File: src/rtl/ifetch_unit_pkg.sv
// ---------------------------------------------------------------------------
// cpu_pkg -- shared types and constants for the instruction fetch unit.
//
// Contents:
//   INST_W / ADDR_W  : instruction and address widths (32 bits each)
//   NOP              : value presented on inst_o when no instruction is valid
//   fetch_state_e    : fetch FSM states (IDLE, WAIT, DISCARD)
//   fetch_entry_t    : one buffered fetch, {pc, inst}, 64 bits
// ---------------------------------------------------------------------------
package cpu_pkg;

  localparam int INST_W = 32;
  localparam int ADDR_W = 32;

  localparam logic [INST_W-1:0] NOP = 32'h0;

  // IDLE    : no read outstanding
  // WAIT    : read outstanding, its data will be buffered
  // DISCARD : read outstanding, its data will be dropped (flushed)
  typedef enum logic [1:0] {
    IDLE    = 2'd0,
    WAIT    = 2'd1,
    DISCARD = 2'd2
  } fetch_state_e;

  typedef struct packed {
    logic [ADDR_W-1:0] pc;
    logic [INST_W-1:0] inst;
  } fetch_entry_t;

endpackage

File: src/rtl/ifetch_unit_if.sv
// ---------------------------------------------------------------------------
// ifetch_unit_if -- instruction-memory read bus.
//
// Signals:
//   req  : read request, held from issue until the ack cycle
//   addr : read address, stable while req is high
//   ack  : read-data-valid strobe, one cycle per request
//   data : read data, valid while ack is high
//
// Modports:
//   master : fetch side (drives req/addr)
//   slave  : memory side (drives ack/data)
// ---------------------------------------------------------------------------
interface ifetch_unit_if;

  logic                      req;
  logic [cpu_pkg::ADDR_W-1:0] addr;
  logic                      ack;
  logic [cpu_pkg::INST_W-1:0] data;

  modport master (
    output req,
    output addr,
    input  ack,
    input  data
  );

  modport slave (
    input  req,
    input  addr,
    output ack,
    output data
  );

endinterface

File: src/rtl/ifetch_unit_fetch_fifo.sv
// ---------------------------------------------------------------------------
// fetch_fifo -- instruction buffer storage for ifetch_unit.
//
// Parameters:
//   DEPTH : number of entries, power of two, >= 2
//   WIDTH : entry width in bits (64 = {pc, inst})
//
// Ports:
//   clk_i, rst_i : clock, asynchronous active-low reset
//   push_i       : write push_data_i at the tail (ignored when full)
//   push_data_i  : entry to write
//   pop_i        : remove the head entry (ignored when empty)
//   flush_i      : empty the buffer; overrides push and pop
//   head_o       : head entry (meaningful only when not empty)
//   full_o       : all DEPTH entries occupied
//   empty_o      : no entries occupied
// ---------------------------------------------------------------------------
module fetch_fifo #(
  parameter int DEPTH = 4,
  parameter int WIDTH = 64
) (
  input  logic             clk_i,
  input  logic             rst_i,
  input  logic             push_i,
  input  logic [WIDTH-1:0] push_data_i,
  input  logic             pop_i,
  input  logic             flush_i,
  output logic [WIDTH-1:0] head_o,
  output logic             full_o,
  output logic             empty_o
);

  localparam int PTR_W = $clog2(DEPTH);
  localparam int CNT_W = PTR_W + 1;

  logic [WIDTH-1:0] mem_q [DEPTH];

  logic [PTR_W-1:0] wr_ptr_q, wr_ptr_d;
  logic [PTR_W-1:0] rd_ptr_q, rd_ptr_d;
  logic [CNT_W-1:0] count_q,  count_d;

  logic do_push;
  logic do_pop;

  assign full_o  = (count_q == CNT_W'(DEPTH));
  assign empty_o = (count_q == '0);
  assign head_o  = mem_q[rd_ptr_q];

  assign do_push = push_i && !full_o  && !flush_i;
  assign do_pop  = pop_i  && !empty_o && !flush_i;

  // Pointers wrap naturally because DEPTH is a power of two.
  always_comb begin
    wr_ptr_d = wr_ptr_q;
    rd_ptr_d = rd_ptr_q;
    count_d  = count_q;
    if (flush_i) begin
      wr_ptr_d = '0;
      rd_ptr_d = '0;
      count_d  = '0;
    end else begin
      if (do_push) begin
        wr_ptr_d = wr_ptr_q + PTR_W'(1);
      end
      if (do_pop) begin
        rd_ptr_d = rd_ptr_q + PTR_W'(1);
      end
      unique case ({do_push, do_pop})
        2'b10:   count_d = count_q + CNT_W'(1);
        2'b01:   count_d = count_q - CNT_W'(1);
        default: count_d = count_q;
      endcase
    end
  end

  always_ff @(posedge clk_i or negedge rst_i) begin
    if (!rst_i) begin
      wr_ptr_q <= '0;
      rd_ptr_q <= '0;
      count_q  <= '0;
    end else begin
      wr_ptr_q <= wr_ptr_d;
      rd_ptr_q <= rd_ptr_d;
      count_q  <= count_d;
    end
  end

  // Storage needs no reset: an entry is only visible once count covers it.
  always_ff @(posedge clk_i) begin
    if (do_push) begin
      mem_q[wr_ptr_q] <= push_data_i;
    end
  end

endmodule

File: src/rtl/ifetch_unit.sv
// ---------------------------------------------------------------------------
// ifetch_unit -- instruction fetch: issues one read at a time to instruction
// memory, buffers returned instructions with their PCs, and hands them to
// decode in order.
//
// Parameters:
//   DEPTH : instruction-buffer entries, power of two, >= 2
//
// Ports:
//   clk_i, rst_i   : clock, asynchronous active-low reset
//   start_i        : fetch enable
//   pc_i           : current PC
//   stall_o        : 1 holds the PC; 0 exactly in cycles a read is issued
//   flush_i        : redirect; drops buffered and in-flight fetches
//   mem_if         : instruction-memory read bus (master side)
//   inst_valid_o   : head instruction valid
//   inst_o         : head instruction (NOP when not valid)
//   inst_pc_o      : PC of head instruction (0 when not valid)
//   inst_ready_i   : decode accepts the head
//
// Configuration:
//   IFETCH_BYPASS_EN : when defined, data acked into an empty buffer is shown
//                      on the inst_* outputs in the ack cycle, and consumed
//                      without being stored if decode is ready.
// ---------------------------------------------------------------------------
module ifetch_unit
  import cpu_pkg::*;
#(
  parameter int DEPTH = 4
) (
  input  logic              clk_i,
  input  logic              rst_i,
  input  logic              start_i,
  input  logic [ADDR_W-1:0] pc_i,
  output logic              stall_o,
  input  logic              flush_i,
  ifetch_unit_if.master     mem_if,
  output logic              inst_valid_o,
  output logic [INST_W-1:0] inst_o,
  output logic [ADDR_W-1:0] inst_pc_o,
  input  logic              inst_ready_i
);

  fetch_state_e      state_q, state_d;
  logic              req_q,   req_d;
  logic [ADDR_W-1:0] addr_q,  addr_d;

  logic         issue;
  logic         accept;
  logic         fifo_push;
  logic         fifo_pop;
  logic         fifo_full;
  logic         fifo_empty;
  logic         head_valid;
  fetch_entry_t fifo_head;
  fetch_entry_t ack_entry;
  fetch_entry_t head_entry;

  // A full buffer blocks issue; since only one read is ever outstanding and
  // it is issued from IDLE, the ack can never land in a full buffer.
  assign issue   = (state_q == IDLE) && start_i && !flush_i && !fifo_full;
  assign stall_o = !issue;

  assign accept    = (state_q == WAIT) && mem_if.ack && !flush_i;
  assign ack_entry = {addr_q, mem_if.data};

  assign mem_if.req  = req_q;
  assign mem_if.addr = addr_q;

  // Select what decode sees at the head and whether the acked data is stored.
  always_comb begin
    head_valid = !fifo_empty;
    head_entry = fifo_head;
    fifo_push  = accept;
`ifdef IFETCH_BYPASS_EN
    if (accept && fifo_empty) begin
      head_valid = 1'b1;
      head_entry = ack_entry;
      fifo_push  = !inst_ready_i;
    end
`endif
  end

  assign fifo_pop = head_valid && inst_ready_i && !flush_i;

  assign inst_valid_o = head_valid;
  assign inst_o       = head_valid ? head_entry.inst : NOP;
  assign inst_pc_o    = head_valid ? head_entry.pc   : '0;

  // An ack always closes the outstanding read, whether kept or dropped;
  // a flush without ack turns the read into one to be dropped.
  always_comb begin
    state_d = state_q;
    req_d   = req_q;
    addr_d  = addr_q;
    unique case (state_q)
      IDLE: begin
        if (issue) begin
          state_d = WAIT;
          req_d   = 1'b1;
          addr_d  = pc_i;
        end
      end
      WAIT: begin
        if (mem_if.ack) begin
          state_d = IDLE;
          req_d   = 1'b0;
        end else if (flush_i) begin
          state_d = DISCARD;
        end
      end
      DISCARD: begin
        if (mem_if.ack) begin
          state_d = IDLE;
          req_d   = 1'b0;
        end
      end
      default: begin
        state_d = IDLE;
        req_d   = 1'b0;
      end
    endcase
  end

  always_ff @(posedge clk_i or negedge rst_i) begin
    if (!rst_i) begin
      state_q <= IDLE;
      req_q   <= 1'b0;
      addr_q  <= '0;
    end else begin
      state_q <= state_d;
      req_q   <= req_d;
      addr_q  <= addr_d;
    end
  end

  fetch_fifo #(
    .DEPTH (DEPTH),
    .WIDTH ($bits(fetch_entry_t))
  ) u_fifo (
    .clk_i       (clk_i),
    .rst_i       (rst_i),
    .push_i      (fifo_push),
    .push_data_i (ack_entry),
    .pop_i       (fifo_pop),
    .flush_i     (flush_i),
    .head_o      (fifo_head),
    .full_o      (fifo_full),
    .empty_o     (fifo_empty)
  );

endmodule

File: src/flat_wrapper.sv
// flat-port wrapper written by rule: the top's interface ports become plain ports
module ifetch_unit_flat import cpu_pkg::*;
#(
  parameter int DEPTH = 4
)
  (clk_i, rst_i, start_i, pc_i, stall_o, flush_i, inst_valid_o, inst_o, inst_pc_o, inst_ready_i, mem_if_req, mem_if_addr, mem_if_ack, mem_if_data);
  ifetch_unit_if mem_if_i ();
  input  logic clk_i;
  input  logic rst_i;
  input  logic start_i;
  input  logic [ADDR_W-1:0] pc_i;
  output logic stall_o;
  input  logic flush_i;
  output logic inst_valid_o;
  output logic [INST_W-1:0] inst_o;
  output logic [ADDR_W-1:0] inst_pc_o;
  input  logic inst_ready_i;
  output wire logic [$bits(mem_if_i.req)-1:0] mem_if_req;
  output wire logic [$bits(mem_if_i.addr)-1:0] mem_if_addr;
  input wire logic [$bits(mem_if_i.ack)-1:0] mem_if_ack;
  input wire logic [$bits(mem_if_i.data)-1:0] mem_if_data;
  assign mem_if_req = mem_if_i.req;
  assign mem_if_addr = mem_if_i.addr;
  assign mem_if_i.ack = mem_if_ack;
  assign mem_if_i.data = mem_if_data;
  ifetch_unit #(.DEPTH(DEPTH)) u_core (.clk_i(clk_i), .rst_i(rst_i), .start_i(start_i), .pc_i(pc_i), .stall_o(stall_o), .flush_i(flush_i), .mem_if(mem_if_i), .inst_valid_o(inst_valid_o), .inst_o(inst_o), .inst_pc_o(inst_pc_o), .inst_ready_i(inst_ready_i));
endmodule
File: config.mk
export PLATFORM = sky130hd
export DESIGN_NAME = ifetch_unit_flat
export DESIGN_NICKNAME = d
export VERILOG_FILES = /design/src/rtl/ifetch_unit_pkg.sv /design/src/rtl/ifetch_unit_if.sv /design/src/rtl/ifetch_unit_fetch_fifo.sv /design/src/rtl/ifetch_unit.sv /design/src/flat_wrapper.sv
export SDC_FILE = /design/constraint.sdc
export NUM_CORES = 1
export LEC_CHECK = 0
export BUFFER_PORTS_ARGS = -buffer_cell sky130_fd_sc_hd__buf_2
export CELL_PAD_IN_SITES_DETAIL_PLACEMENT = 1
export CELL_PAD_IN_SITES_GLOBAL_PLACEMENT = 2
export CORE_ASPECT_RATIO = 2
export CORE_MARGIN = 5
export CORE_UTILIZATION = 47
export CTS_BUF_LIST = sky130_fd_sc_hd__clkbuf_8
export DETAILED_ROUTE_END_ITERATION = 10
export GPL_TIMING_DRIVEN = 0
export PLACE_DENSITY = 0.85
export SLEW_MARGIN = 10
export SYNTH_ARGS = -nofsm -noshare
export SYNTH_HDL_FRONTEND = slang
export SYNTH_SLANG_ARGS = --single-unit
File: constraint.sdc
create_clock -name clk_i -period 6 [get_ports clk_i]
set_clock_uncertainty 0.05 [all_clocks]
set_input_delay 0.9 -clock clk_i [delete_from_list [all_inputs] [get_ports clk_i]]
set_output_delay 0.9 -clock clk_i [all_outputs]
set_load 0.01 [all_outputs]
After elaboration in Yosys (flattened, before gate mapping)
Memory sizes are Yosys's and may differ from the RTL's.
Cells that the tools add are included.
{"block": "totals", "memories": 1, "reg_bits": 42, "input_bits": 70, "mem_bits_rw": 256}
{"name": "u_core.u_fifo.mem_q", "depth": 4, "word_bits": 64, "rd": 1, "rd_clocked_by_memory_dff": 0, "wr": 1, "line": "ifetch_unit_fetch_fifo.sv:36", "text": "logic [WIDTH-1:0] mem_q [DEPTH];"}
{"block": "classes", "n_addsub": 4, "muxes": 18, "eq_ne": 9, "n_reduce_logical": 24}
{"cell": "$mux 32", "n": 2}
{"cell": "$mux 2", "n": 8}
{"cell": "$logic_and 1x1->1", "n": 11}
{"cell": "$pmux 2 s3", "n": 1}
{"cell": "$pmux 3 s2", "n": 1}
{"cell": "$add 2x1->2 const B", "n": 2}
{"cell": "$eq 2x1->1 const B", "n": 2}
{"cell": "$eq 2x2->1 const B", "n": 2}
{"cell": "$logic_not 1->1", "n": 4}
{"cell": "$mux 1", "n": 4}
{"cell": "$ne 2x1->1 const B", "n": 2}
{"cell": "$reduce_and 2->1", "n": 2}
{"cell": "$reduce_bool 2->1", "n": 2}
{"cell": "$add 3x1->3 const B", "n": 1}
{"cell": "$eq 3x3->1 const B", "n": 1}
{"cell": "$logic_not 3->1", "n": 1}
{"cell": "$mux 3", "n": 1}
{"cell": "$ne 3x3->1 const B", "n": 1}
{"cell": "$reduce_and 3->1", "n": 1}
{"cell": "$reduce_bool 3->1", "n": 1}
{"cell": "$sub 3x1->3 const B", "n": 1}
{"cell": "$logic_not 2->1", "n": 1}
{"cell": "$ne 2x2->1 const B", "n": 1}
{"cell": "$pmux 1 s2", "n": 1}
{"cell": "$reduce_or 2->1", "n": 1}

Logic depth before layout (Yosys ltp)
Gate-level depths: netlist (run 1).
{"block": "depth", "depth_word": 9, "mapped_depth": 10, "ltp_nobuf": 9}

Modules after synthesis
Synthesis (run 1) repeated with hierarchy kept, for this count alone.
{"block": "unflattened", "hier_cells": 631, "hier_area_um2": 11658.7}
{"mod": "fetch_fifo", "cells_per_inst": 398, "instances": 1, "area_per_inst_um2": 9785.6}
{"mod": "ifetch_unit", "cells_per_inst": 233, "instances": 1, "area_per_inst_um2": 1873.0}

Worst setup path after synthesis (run 1)
Ideal clock, no wire load.
{"block": "synth_path", "kind": "input to register", "startpoint": "in flush_i", "endpoint": "mem u_core.u_fifo.mem_q[0][0], enable pin", "required_time_ns": 5.521, "setup_time_ns": 0.429, "n_path_buf": 2, "setup_slack_ns": 2.421, "stages": 5, "arrival_time_ns": 3.100, "cell_sequence": "buf_2 nand3b_4 a21oi_1 buf_2 and2_1"}
{"block": "synth_between", "elab_chain_cells": 6}
{"item": "start: declaration", "line": "flat_wrapper.sv:13", "text": "input logic flush_i;"}
{"item": "$logic_not 1->1 *", "line": "ifetch_unit_fetch_fifo.sv:49, ifetch_unit.sv:64"}
{"item": "$logic_and 1x1->1", "line": "ifetch_unit.sv:64", "text": "assign accept = (state_q == WAIT) && mem_if.ack && !flush_i;"}
{"item": "$logic_and 1x1->1", "line": "ifetch_unit_fetch_fifo.sv:49", "text": "assign do_push = push_i && !full_o && !flush_i;"}
{"item": "$logic_and 1x1->1 *", "line": "ifetch_unit_fetch_fifo.sv:49"}
{"item": "$mux 1 *", "line": "ifetch_unit_fetch_fifo.sv:90", "text": "if (do_push) begin"}
{"item": "$mux 1 (not written as such) *", "line": "ifetch_unit_fetch_fifo.sv:91", "text": "mem_q[wr_ptr_q] <= push_data_i;"}
{"item": "end: declaration", "line": "ifetch_unit_fetch_fifo.sv:36"}
Every way passes the cells marked *; elsewhere a longest branch is shown, timed or not.

Worst setup path in the final report (run 1)
{"block": "layout_path", "startpoint": "reg u_core.state_q[1]", "endpoint": "out stall_o"}
{"block": "layout_between", "elab_chain_cells": 5}
{"item": "start: declaration", "line": "ifetch_unit.sv:44", "text": "fetch_state_e state_q, state_d;"}
{"item": "start signal: assignment", "line": "ifetch_unit.sv:131", "text": "state_q <= state_d;"}
{"item": "$logic_not 2->1", "line": "ifetch_unit.sv:61", "text": "assign issue = (state_q == IDLE) && start_i && !flush_i && !fifo_full;"}
{"item": "$logic_and 1x1->1 (3 in a row)", "line": "ifetch_unit.sv:61"}
{"item": "$logic_not 1->1", "line": "ifetch_unit.sv:62", "text": "assign stall_o = !issue;"}
{"item": "end: declaration", "line": "flat_wrapper.sv:12", "text": "output logic stall_o;"}
No other way between the ends.

==> metrics.md, run 1 <==
| Metric | Value |
|---|---|
| Count of yosys warnings during synthesis | 0 |
| WP data required | 5050 ps |
| Via Count | 6,162 |
| First DRT Iteration DRCs | 286 |
| Register area share after synthesis | 0.756 |
| Core area | 24,300 sq um |
| H-tree level count | 2 |
| Post-Syn Area per Cell | 18.8 sq um |
| CTS clk-pin slew, worst paths | 70 ps |
| Rows | 81 |
| Final WL | 25,600 microns |
| Synth Area in Compound Gates | 0.0103 |
| Layout fillers | 2,306 |
| FF+latch area | 8740 sq um |
| Max cap viols | 0 |
| Post-synthesis adder-cell area fraction | 0.00931 |
| Total negative slack | 0 ps |
| Vias in the first global route | 7,081 |
| Share of layout cells above drive strength 1 | 0.371 |
| Slowest CP cell | a211oi_4 |
| Final Cell Area | 13,600 sq um |
| Family with the most delay on the worst path | buffers and inverters |
| Period utilization | 0.569 |
| Path length in cells of the critical path | 7 |
| CTS tree | done |
| Synth Instances | 614 |
| Largest net degree at the start of global routing | 43 |
| Clk Latency, worst-skew pair | 560 ps |
| Post-CTS setup buffer count | 0 |
| R2r startpoint | u_core.state_q[1] |
| Worst path arrival time | 2470 ps |
| I/O pins | 169 |
| CP max FO | 10 |
| Min cycle time layout | 3420 ps |
| P&R area growth vs syn | 17.7% |
| Routed vias/inst | 5.36 |
| Initial antenna violation count | 1 |
| Maximum VDD drop | 235 uV |
| Leak | 5.19 nW |
| CTS hold repair buffers | 0 |
| Worst slew pin tran | 1090 ps |
| Pwr per Cell Area | 398 nW/um^2 |
| Antenna viol nets, final | 0 |
| Syn Std Cell Area | 11,600 sq um |
| Yosys top cell by area | edfxtp_1 |
| Gr ovfl total | 0 |
| Clock tree sinks | 298 |
| Die Wd | 121 microns |
| DRC violation count after routing | 0 |
| Fmax achieved | 293 MHz |
| N_diodes | 0 |
| Hold Path Class | input port to asynchronous set/reset pin |
| Seq cells post-synth | 298 |
| Cts repair resizes | 0 |
| Most used cell, CP | buf_2 |
| Worst slew margin | 0.271 |
| Number of detailed-route iterations in the first pass | 4 |
| Die area | 28,000 sq um |
| Worst R2R Path Depth | 10 |
| Multi-input logic area | 2650 sq um |
| Crit path from | u_core.state_q[1] |
| Post-DP Area | 12,800 sq um |
| Post-Syn Nets | 692 |
| Max clock buf depth | 3 |
| Initial Util | 0.475 |
| First-pass GRT wire length | 40,600 microns |
| Worst path bufs/invs | 4 |
| Reg-to-reg endpoint | u_core.u_fifo.count_q[2] |
| FF-to-FF setup slack | 3160 ps |
| Cells along the critical path | inv_1 -> ha_1 -> nand2_1 -> a211oi_4 -> inv_2 -> buf_2 -> buf_2 |
| Inserted Clock Buffers | 41 |
| Status | finished, final reports clean |
| Share of the synthesized area in the top cell type | 0.665 |
| Final hold vios | 0 |
| Slowest cell delay on critical path | 430 ps |
| Max Slew Vio Count | 0 |
| DR WL/cell | 22.3 microns |
| Post-Synth XOR/XNOR Area | 0.00227 |
| Synth cell types | 36 |
| Setup CP Type | register to primary output |
| Most common cell after layout, fill and taps aside | edfxtp_1 |
| Synth area leaders | edfxtp_1 (67%), mux4_2 (12%), dfrtp_1 (9.1%) |
| Critical Path Sink | stall_o |
| GR Util All Layers | 0.190 |
| Endpoints failing setup | 0 |
| Startpoint type of the worst setup path | register |
| Die span in y | 232 microns |
| Main combinational cell family by area after synthesis | multiplexers |
| Port bufs | 167 |
| HPWL Detailed | 17,700 microns |
| RD Place Congestion | 0.705 |
| # nets final | 906 |
| Clk root buf | clkbuf_8 |
| RSZ-0062 raised after global routing | false |
| Post-synthesis mux area share | 0.128 |
| Commonest non-fill, non-tap cells in the layout | edfxtp_1 (256), buf_2 (183), nand2_1 (98) |
| Crit end category | primary output |
| Simple-Gate Fraction of Synth Area | 0.0781 |
-- cells in the mapped netlist --
cell,instances
a211oi_4,1
a21oi_1,6
a221oi_1,1
a22oi_1,1
a31o_1,1
and2_1,68
buf_2,16
buf_4,4
buf_6,1
clkbuf_1,9
dfrtp_1,42
edfxtp_1,256
fa_1,1
ha_1,7
inv_1,6
inv_2,1
mux2_2,1
mux2i_1,3
mux4_2,64
nand2_1,98
nand2b_1,3
nand3_1,2
nand3b_4,1
nor2_1,7
nor2_2,1
nor2b_1,1
nor3_1,1
o211ai_1,1
o21ai_0,1
o22a_1,2
o22ai_1,1
o31ai_1,1
or3_1,1
or4b_1,1
xnor2_1,1
xor2_1,2
-- flip-flops by register name, indices dropped and copies added, names as in the netlist --
register                cells
u_core.mem_if.addr         32
u_core.state_q              2
u_core.mem_if.req           1
u_core.u_fifo.wr_ptr_q      2
u_core.u_fifo.rd_ptr_q      2
u_core.u_fifo.count_q       3
u_core.u_fifo.mem_q       256
-- cell families (layout without fill, tap and decap cells) --
family,count (synthesis),after routing
AOI/OAI and AO/OA,16,16
and+or+nand+nor,184,184
xor gates and xnor gates,3,3
buffers and inverters,37,282
DFF,298,298
adders and majority gates,8,8
muxes,68,68
-- where the power goes --
part           switching (mW)  leakage [nW]  total [mW]  internal [mW]
registers               0.196          2.85        2.75           2.55
logic                   0.667          1.89        1.20          0.534
clock network           0.746         0.444        1.46          0.716
-- cell type report --
class                   count  area share
clock buffers              43      0.0435
inverters                   7     0.00193
multi-input cells         279       0.195
well taps                 290      0.0267
repair buffers            171      0.0673
clock inverters            31      0.0124
flip-flops and latches    298       0.642
plain buffers              30      0.0114
-- metrics by stage --
step | hold slack (ps) | setup slack [ps] | util | power [mW] | cells
3_5_place_dp | 481 | 2590 | 0.528 | 4.04 | 1075
4_1_cts | 444 | 2500 | 0.559 | 5.51 | 1149
6_report | 483 | 2580 | 0.559 | 5.41 | 1149
2_1_floorplan | 439 | 2420 | - | 3.46 | 614
5_1_grt | 466 | 2390 | 0.559 | 5.72 | 1149
3_3_place_gp | 449 | 997 | 0.524 | 3.96 | 1071
-- how the worst min path moves through the flow --
stage / start / endpoint / depth (start not counted)
finish: rst_i / u_core.mem_if.addr[25] / 1
global route: pc_i[24] / u_core.mem_if.addr[24] / 3
CTS: pc_i[5] / u_core.mem_if.addr[5] / 3
detailed placement: u_core.mem_if.addr[0] / u_core.u_fifo.mem_q[3][32] / 0
global placement: u_core.state_q[0] / u_core.state_q[0] / 1
floorplan: u_core.state_q[0] / u_core.state_q[0] / 1
-- per-layer routing --
metal  wire [microns]  GRT usage  up-vias
li1                 -          -     2764
met1             8990      0.212     3193
met2            14800      0.360      167
met3             1260     0.0356       36
met4              575     0.0596        2
met5               13          0        -
No activity file was read; power rests on OpenSTA's default activity.
==> run 2, diff against run 1 <==
--- a/config.mk
+++ b/config.mk
@@ -10,11 +10,11 @@
 export CELL_PAD_IN_SITES_GLOBAL_PLACEMENT = 2
 export CORE_ASPECT_RATIO = 2
 export CORE_MARGIN = 5
-export CORE_UTILIZATION = 47
+export CORE_UTILIZATION = 44
 export CTS_BUF_LIST = sky130_fd_sc_hd__clkbuf_8
 export DETAILED_ROUTE_END_ITERATION = 10
 export GPL_TIMING_DRIVEN = 0
-export PLACE_DENSITY = 0.85
+export PLACE_DENSITY = 0.8
 export SLEW_MARGIN = 10
 export SYNTH_ARGS = -nofsm -noshare
 export SYNTH_HDL_FRONTEND = slang
==> constraint.sdc (replaced) <==
create_clock -name clk_i -period 3.36 [get_ports clk_i]
set_clock_uncertainty 0.05 [all_clocks]
set_input_delay 0.504 -clock clk_i [delete_from_list [all_inputs] [get_ports clk_i]]
set_output_delay 0.504 -clock clk_i [all_outputs]
set_load 0.01 [all_outputs]
==> run 2 against run 1 <==
  * Register-to-register slack got worse by 2700 ps
  * First-iteration DRC count fell by 2.1%
  * Setup slack got worse by 2300 ps
  * Hold slack got worse by 390 ps
  * Largest cell class unchanged
  * Highest routed layer is now met4
==> metrics.md, run 2 (synthesis gave the netlist of run 1 again) <==
| Metric | Value |
|---|---|
| Min cycle time layout | 3030 ps |
| RD Place Congestion | 0.730 (was 0.705) |
| DRC violation count after routing | 0 (unchanged) |
| WP data required | 2810 ps (was 5050 ps) |
| Max cap viols | 0 (unchanged) |
| Multi-input logic area | 2650 sq um (unchanged) |
| # nets final | 908 (was 906) |
| Vias in the first global route | 7,213 (was 7,081) |
| Cts repair resizes | 0 (unchanged) |
| Fmax achieved | 330 MHz |
| Worst slew margin | 0.272 (was 0.271) |
| First DRT Iteration DRCs | 280 (was 286) |
| Layout fillers | 2,511 (was 2,306) |
| Worst slew pin tran | 1090 ps (about the same) |
| H-tree level count | 2 (unchanged) |
| Routed vias/inst | 5.10 (was 5.36) |
| CTS hold repair buffers | 0 (unchanged) |
| Die Wd | 125 microns (was 121 microns) |
| Slowest cell delay on critical path | 440 ps (was 430 ps) |
| Pwr per Cell Area | 725 nW/um^2 (was 398 nW/um^2) |
| Die span in y | 239 microns (was 232 microns) |
| Maximum VDD drop | 396 uV (was 235 uV) |
| Via Count | 6,162 (unchanged) |
| Leak | 5.26 nW (was 5.19 nW) |
| Biggest register | u_core.u_fifo.mem_q (unchanged) |
| Hold Path Class | input port to asynchronous set/reset pin (unchanged) |
| Final WL | 25,800 microns (was 25,600 microns) |
| Initial Util | 0.442 (was 0.475) |
| Final hold vios | 0 (unchanged) |
| Clk root buf | clkbuf_8 (unchanged) |
| First-pass GRT wire length | 40,900 microns (was 40,600 microns) |
| Most common cell after layout, fill and taps aside | edfxtp_1 (unchanged) |
| Period utilization | 0.901 |
| Commonest non-fill, non-tap cells in the layout | edfxtp_1 (256), buf_2 (183), nand2_1 (98) (unchanged) |
| Dpl ws | 339 ps (was 2590 ps) |
| Placed Cells incl. Taps | 1,129 (was 1,075) |
| Share of layout cells above drive strength 1 | 0.378 (was 0.371) |
| Most used cell, CP | buf_2 (unchanged) |
| FF+latch area | 8740 sq um (unchanged) |
| Antenna viol nets, final | 0 (unchanged) |
| Clk Latency, worst-skew pair | 550 ps (was 560 ps) |
| Finished Layout Cells | 1,208 (was 1,149) |
| Port bufs | 167 (unchanged) |
| DR WL/cell | 21.3 microns (was 22.3 microns) |
| N_diodes | 0 (unchanged) |
| Largest net degree at the start of global routing | 49 (was 43) |
| HPWL Detailed | 17,300 microns (was 17,700 microns) |
| Crit end category | primary output (unchanged) |
| Startpoint type of the worst setup path | register (unchanged) |
| CTS tree | done (unchanged) |
| Final WS setup | 332 ps (was 2580 ps) |
| Max FFs per register | 256 (unchanged) |
| Slowest CP cell | a211oi_4 (unchanged) |
| Worst path arrival time | 2470 ps (about the same) |
| CTS clk-pin slew, worst paths | 70 ps (about the same) |
| Max clock buf depth | 3 (unchanged) |
| Cells along the critical path | inv_1 -> ha_1 -> nand2_1 -> a211oi_4 -> inv_2 -> buf_2 -> buf_2 (unchanged) |
| CP max FO | 10 (unchanged) |
| Inserted Clock Buffers | 43 (was 41) |
| Total negative slack | 0 ps (unchanged) |
| P&R area growth vs syn | 19.7% (was 17.7%) |
| Die area | 29,800 sq um (was 28,000 sq um) |
| Max Slew Vio Count | 0 (unchanged) |
| Number of detailed-route iterations in the first pass | 4 (unchanged) |
| Endpoints failing setup | 0 (unchanged) |
| Clock tree sinks | 298 (unchanged) |
| Setup CP Type | register to primary output (unchanged) |
| I/O pins | 169 (unchanged) |
| GR Util All Layers | 0.177 (was 0.190) |
| Rows | 84 (was 81) |
| Initial antenna violation count | 1 (unchanged) |
| RSZ-0062 raised after global routing | false (unchanged) |
| Status | finished, final reports clean (unchanged) |
| Post-CTS setup buffer count | 0 (unchanged) |
| Core Util, Final | 0.529 (was 0.559) |
| Gr ovfl total | 0 (unchanged) |
| Core area | 26,200 sq um (was 24,300 sq um) |
-- run 2: cell types whose count changed in the layout (fill, tap and decap cells not counted), sizes merged --
cell	before	now
clkinv	13	15
bufinv	1	4
inv	23	19
clkbuf	52	56
-- run 2: worst paths after layout --
| check | startpoint | to | slack [ps] | depth (start not counted) |
|---|---|---|---|---|
| setup reg to reg | u_core.state_q[1] | u_core.u_fifo.count_q[2] | 490 | 10 |
| hold reg to reg | u_core.mem_if.req | u_core.mem_if.req | 460 | 1 |
| hold / removal | rst_i | u_core.mem_if.addr[21] | 90 | 1 |
| min in group clk_i | pc_i[23] | u_core.mem_if.addr[23] | 90 | 3 |
| setup / recovery | u_core.state_q[1] | stall_o | 330 | 7 |
| max in group asynchronous | rst_i | u_core.mem_if.addr[3] | 2460 | 1 |
-- run 2: stage by stage --
stage | hold WS (ps) | cell area (sq um) | total power [mW]
5_1_grt | 58.1 | 13800 | 10.6
4_1_cts | 43.6 | 13800 | 10.2
3_5_place_dp | 448 | 12900 | 7.23
6_report | 88.4 | 13800 | 10.0
2_1_floorplan | 158 | 11600 | 6.19
3_3_place_gp | 446 | 12800 | 7.09
-- run 2: cell type report --
class,count,share of cell area
sequential,298,0.632
multi-input combinational,279,0.191
timing repair buffer,171,0.0684
clock buffer,47,0.0468
tap,344,0.0311
clock inverter,32,0.0175
buffer,30,0.0112
inverter,7,0.00190
-- run 2: where the power goes --
part / switching (mW) / internal, mW / total, mW / leakage [nW]
clock: 1.35 / 1.61 / 2.96 / 0.505
sequential: 0.361 / 4.56 / 4.92 / 2.85
combinational: 1.19 / 0.955 / 2.14 / 1.91
total: 2.91 / 7.12 / 10.0 / 5.26
-- run 2: routing by layer --
| layer | global-route usage | vias to the layer above | part of all wire |
|---|---|---|---|
| met3 | 0.0339 | 40 | 0.044 |
| met4 | 0.0698 | 0 | 0.029 |
| li1 | - | 2774 | - |
| met1 | 0.193 | 3182 | 0.35 |
| met2 | 0.337 | 166 | 0.57 |
| met5 | 0 | - | 0 |
-- run 2: critical path: cells and delay by family, from the launching register on --
kind                     cells  cell delay [ps]
AO/OA/AOI/OAI                1              440
buffers and inverters        4              740
flip-flops                   1              390
AND/OR/NAND/NOR              1              110
adder cells (fa/ha/maj)      1              240
==> run 3, diff against run 2 <==
--- a/config.mk
+++ b/config.mk
@@ -6,11 +6,9 @@
 export NUM_CORES = 1
 export LEC_CHECK = 0
 export BUFFER_PORTS_ARGS = -buffer_cell sky130_fd_sc_hd__buf_2
-export CELL_PAD_IN_SITES_DETAIL_PLACEMENT = 1
-export CELL_PAD_IN_SITES_GLOBAL_PLACEMENT = 2
 export CORE_ASPECT_RATIO = 2
 export CORE_MARGIN = 5
-export CORE_UTILIZATION = 44
+export CORE_UTILIZATION = 59
 export CTS_BUF_LIST = sky130_fd_sc_hd__clkbuf_8
 export DETAILED_ROUTE_END_ITERATION = 10
 export GPL_TIMING_DRIVEN = 0
==> constraint.sdc (replaced) <==
create_clock -name clk_i -period 3.36 [get_ports clk_i]
set_clock_uncertainty 0.05 [all_clocks]
set_input_delay 0.504 -clock clk_i [delete_from_list [all_inputs] [get_ports clk_i]]
set_output_delay 0.504 -clock clk_i [all_outputs]
set_load 0.05 [all_outputs]
==> run 3 against run 2 <==
  * Count of clock-buffer cells in the layout stayed put
  * Via count is 1.1% lower
  * Register-to-register slack worse by 90 ps
  * First-iteration DRC count is 22% higher
  * Clock power is 9.1% lower
  * Largest cell class unchanged
==> metrics.md, run 3 (synthesis gave the netlist of run 1 again) <==
| Metric | Value |
|---|---|
| Status | finished, final reports clean (unchanged) |
| First-pass GRT wire length | 35,800 microns (was 40,900 microns) |
| Most common cell after layout, fill and taps aside | edfxtp_1 (unchanged) |
| Most used cell, CP | buf_2 (unchanged) |
| Die span in y | 208 microns (was 239 microns) |
| Max Slew Vio Count | 0 (unchanged) |
| Final WL | 22,800 microns (was 25,800 microns) |
| GR Util All Layers | 0.210 (was 0.177) |
| Commonest non-fill, non-tap cells in the layout | edfxtp_1 (256), buf_2 (183), nand2_1 (98) (unchanged) |
| Period utilization | 0.932 (was 0.901) |
| Largest net degree at the start of global routing | 43 (was 49) |
| Worst slew pin tran | 1020 ps (was 1090 ps) |
| Pwr per Cell Area | 812 nW/um^2 (was 725 nW/um^2) |
| Antenna viol nets, final | 0 (unchanged) |
| Worst path arrival time | 2580 ps (was 2470 ps) |
| Core area | 19,400 sq um (was 26,200 sq um) |
| Family with the most delay on the worst path | buffers and inverters (unchanged) |
| Multi-input logic area | 2650 sq um (unchanged) |
| First DRT Iteration DRCs | 342 (was 280) |
| Setup CP Type | register to primary output (unchanged) |
| Leak | 5.18 nW (was 5.26 nW) |
| Clk root buf | clkbuf_8 (unchanged) |
| Finished Layout Cells | 1,118 (was 1,208) |
| Worst path bufs/invs | 4 (unchanged) |
| Share of layout cells above drive strength 1 | 0.373 (was 0.378) |
| CTS hold repair buffers | 0 (unchanged) |
| Fmax achieved | 319 MHz (was 330 MHz) |
| Total power | 11.1 mW (was 10.0 mW) |
| Endpoints failing setup | 0 (unchanged) |
| Clk Latency, worst-skew pair | 540 ps (was 550 ps) |
| H-tree level count | 2 (unchanged) |
| CTS tree | done (unchanged) |
| Max FFs per register | 256 (unchanged) |
| Number of detailed-route iterations in the first pass | 5 (was 4) |
| FF+latch area | 8740 sq um (unchanged) |
| # nets final | 905 (was 908) |
| Initial antenna violation count | 1 (unchanged) |
| Post-CTS setup buffer count | 0 (unchanged) |
| Clock share of power | 0.243 (was 0.295) |
| Post-DP Area | 12,800 sq um (was 12,900 sq um) |
| WP data required | 2810 ps (about the same) |
| RSZ-0062 raised after global routing | false (unchanged) |
| Layout fillers | 1,246 (was 2,511) |
| CTS clk-pin slew, worst paths | 70 ps (about the same) |
| I/O pins | 169 (unchanged) |
| Final hold vios | 0 (unchanged) |
| Final Cell Area | 13,600 sq um (was 13,800 sq um) |
| Biggest register | u_core.u_fifo.mem_q (unchanged) |
| P_sw | 4.11 mW (was 2.91 mW) |
| Hold Path Class | input port to asynchronous set/reset pin (unchanged) |
| Die Wd | 109 microns (was 125 microns) |
| Gr ovfl total | 0 (unchanged) |
| Via Count | 6,097 (was 6,162) |
| Max clock buf depth | 3 (unchanged) |
| Cells along the critical path | inv_1 -> ha_1 -> nand2_1 -> a211oi_4 -> inv_2 -> buf_2 -> buf_2 (unchanged) |
| Startpoint type of the worst setup path | register (unchanged) |
| Rows | 72 (was 84) |
| Flop pwr share | 0.444 (was 0.491) |
| Cts repair resizes | 0 (unchanged) |
| Routed vias/inst | 5.45 (was 5.10) |
| Internal Pwr Total | 6.95 mW (was 7.12 mW) |
| Comb pwr share | 0.313 (was 0.214) |
| Initial Util | 0.597 (was 0.442) |
| HPWL Detailed | 15,500 microns (was 17,300 microns) |
| DR WL/cell | 20.4 microns (was 21.3 microns) |
| Vias in the first global route | 6,707 (was 7,213) |
| Worst slew margin | 0.323 (was 0.272) |
| Core Util, Final | 0.703 (was 0.529) |
| RD Place Congestion | 0.781 (was 0.730) |
| Die area | 22,700 sq um (was 29,800 sq um) |
| Slowest cell delay on critical path | 450 ps (was 440 ps) |
| Fin Hold WS | 80.0 ps (was 88.4 ps) |
| P&R area growth vs syn | 17.8% (was 19.7%) |
| Crit end category | primary output (unchanged) |
| Sw Share | 0.372 (was 0.290) |
| DRC violation count after routing | 0 (unchanged) |
| Min cycle time layout | 3130 ps (was 3030 ps) |
| Clock tree sinks | 298 (unchanged) |
| Inserted Clock Buffers | 40 (was 43) |
| Port bufs | 167 (unchanged) |
| Maximum VDD drop | 700 uV (was 396 uV) |
| Slowest CP cell | a211oi_4 (unchanged) |
| Placed Cells incl. Taps | 1,044 (was 1,129) |
| CP max FO | 10 (unchanged) |
| Max cap viols | 0 (unchanged) |
## run 3: worst reg2reg max path, delay by kind of cell (launching register included)
| family | cells | cell delay [ps] |
|---|---|---|
| buffers and inverters | 2 | 370 |
| adders and majority gates | 2 | 740 |
| and+or+nand+nor | 3 | 760 |
| AOI/OAI and AO/OA | 3 | 550 |
| DFF | 1 | 400 |
## run 3: path summary, 6_finish.rpt
kind | slack [ps] | startpoint | cells past startpoint | end
worst max-delay path | 230 | u_core.state_q[1] | 7 | stall_o
worst min-delay path | 80 | rst_i | 1 | u_core.state_q[0]
worst max register to register | 400 | u_core.state_q[1] | 10 | u_core.u_fifo.count_q[2]
worst min register to register | 460 | u_core.mem_if.req | 1 | u_core.mem_if.req
max in group asynchronous | 2540 | rst_i | 1 | u_core.mem_if.addr[6]
min in group clk_i | 100 | pc_i[9] | 3 | u_core.mem_if.addr[9]
## run 3: stage by stage
step	worst slack, ps	setup TNS, ps
2_1_floorplan	177	0
3_3_place_gp	-1090	-277160
3_5_place_dp	335	0
4_1_cts	178	0
5_1_grt	123	0
6_report	228	0
## run 3: area by class of cell
class                           count  area share
Timing Repair Buffer              171      0.0672
Antenna cell                        1    0.000184
Multi-Input combinational cell    279       0.194
Sequential cell                   298       0.642
Buffer                             30      0.0114
Inverter                            7     0.00193
Tap cell                          259      0.0238
Clock inverter                     26      0.0119
Clock buffer                       47      0.0475
## run 3: power groups by stage
stage | combinational [mW] | sequential (mW) | clock (mW)
2_1_floorplan | 1.95 | 5.57 | 0
3_3_place_gp | 3.43 | 4.94 | 0
3_5_place_dp | 3.51 | 4.98 | 0
4_1_cts | 3.52 | 4.91 | 2.74
5_1_grt | 3.68 | 4.97 | 2.92
6_report | 3.46 | 4.91 | 2.69
## run 3: layer usage
| layer | GRT usage | vias up | routed length [microns] |
|---|---|---|---|
| met3 | 0.0378 | 53 | 1350 |
| met1 | 0.228 | 3075 | 7660 |
| met4 | 0.0894 | 0 | 803 |
| met2 | 0.390 | 201 | 13000 |
| li1 | - | 2768 | - |
| met5 | 0 | - | 0 |
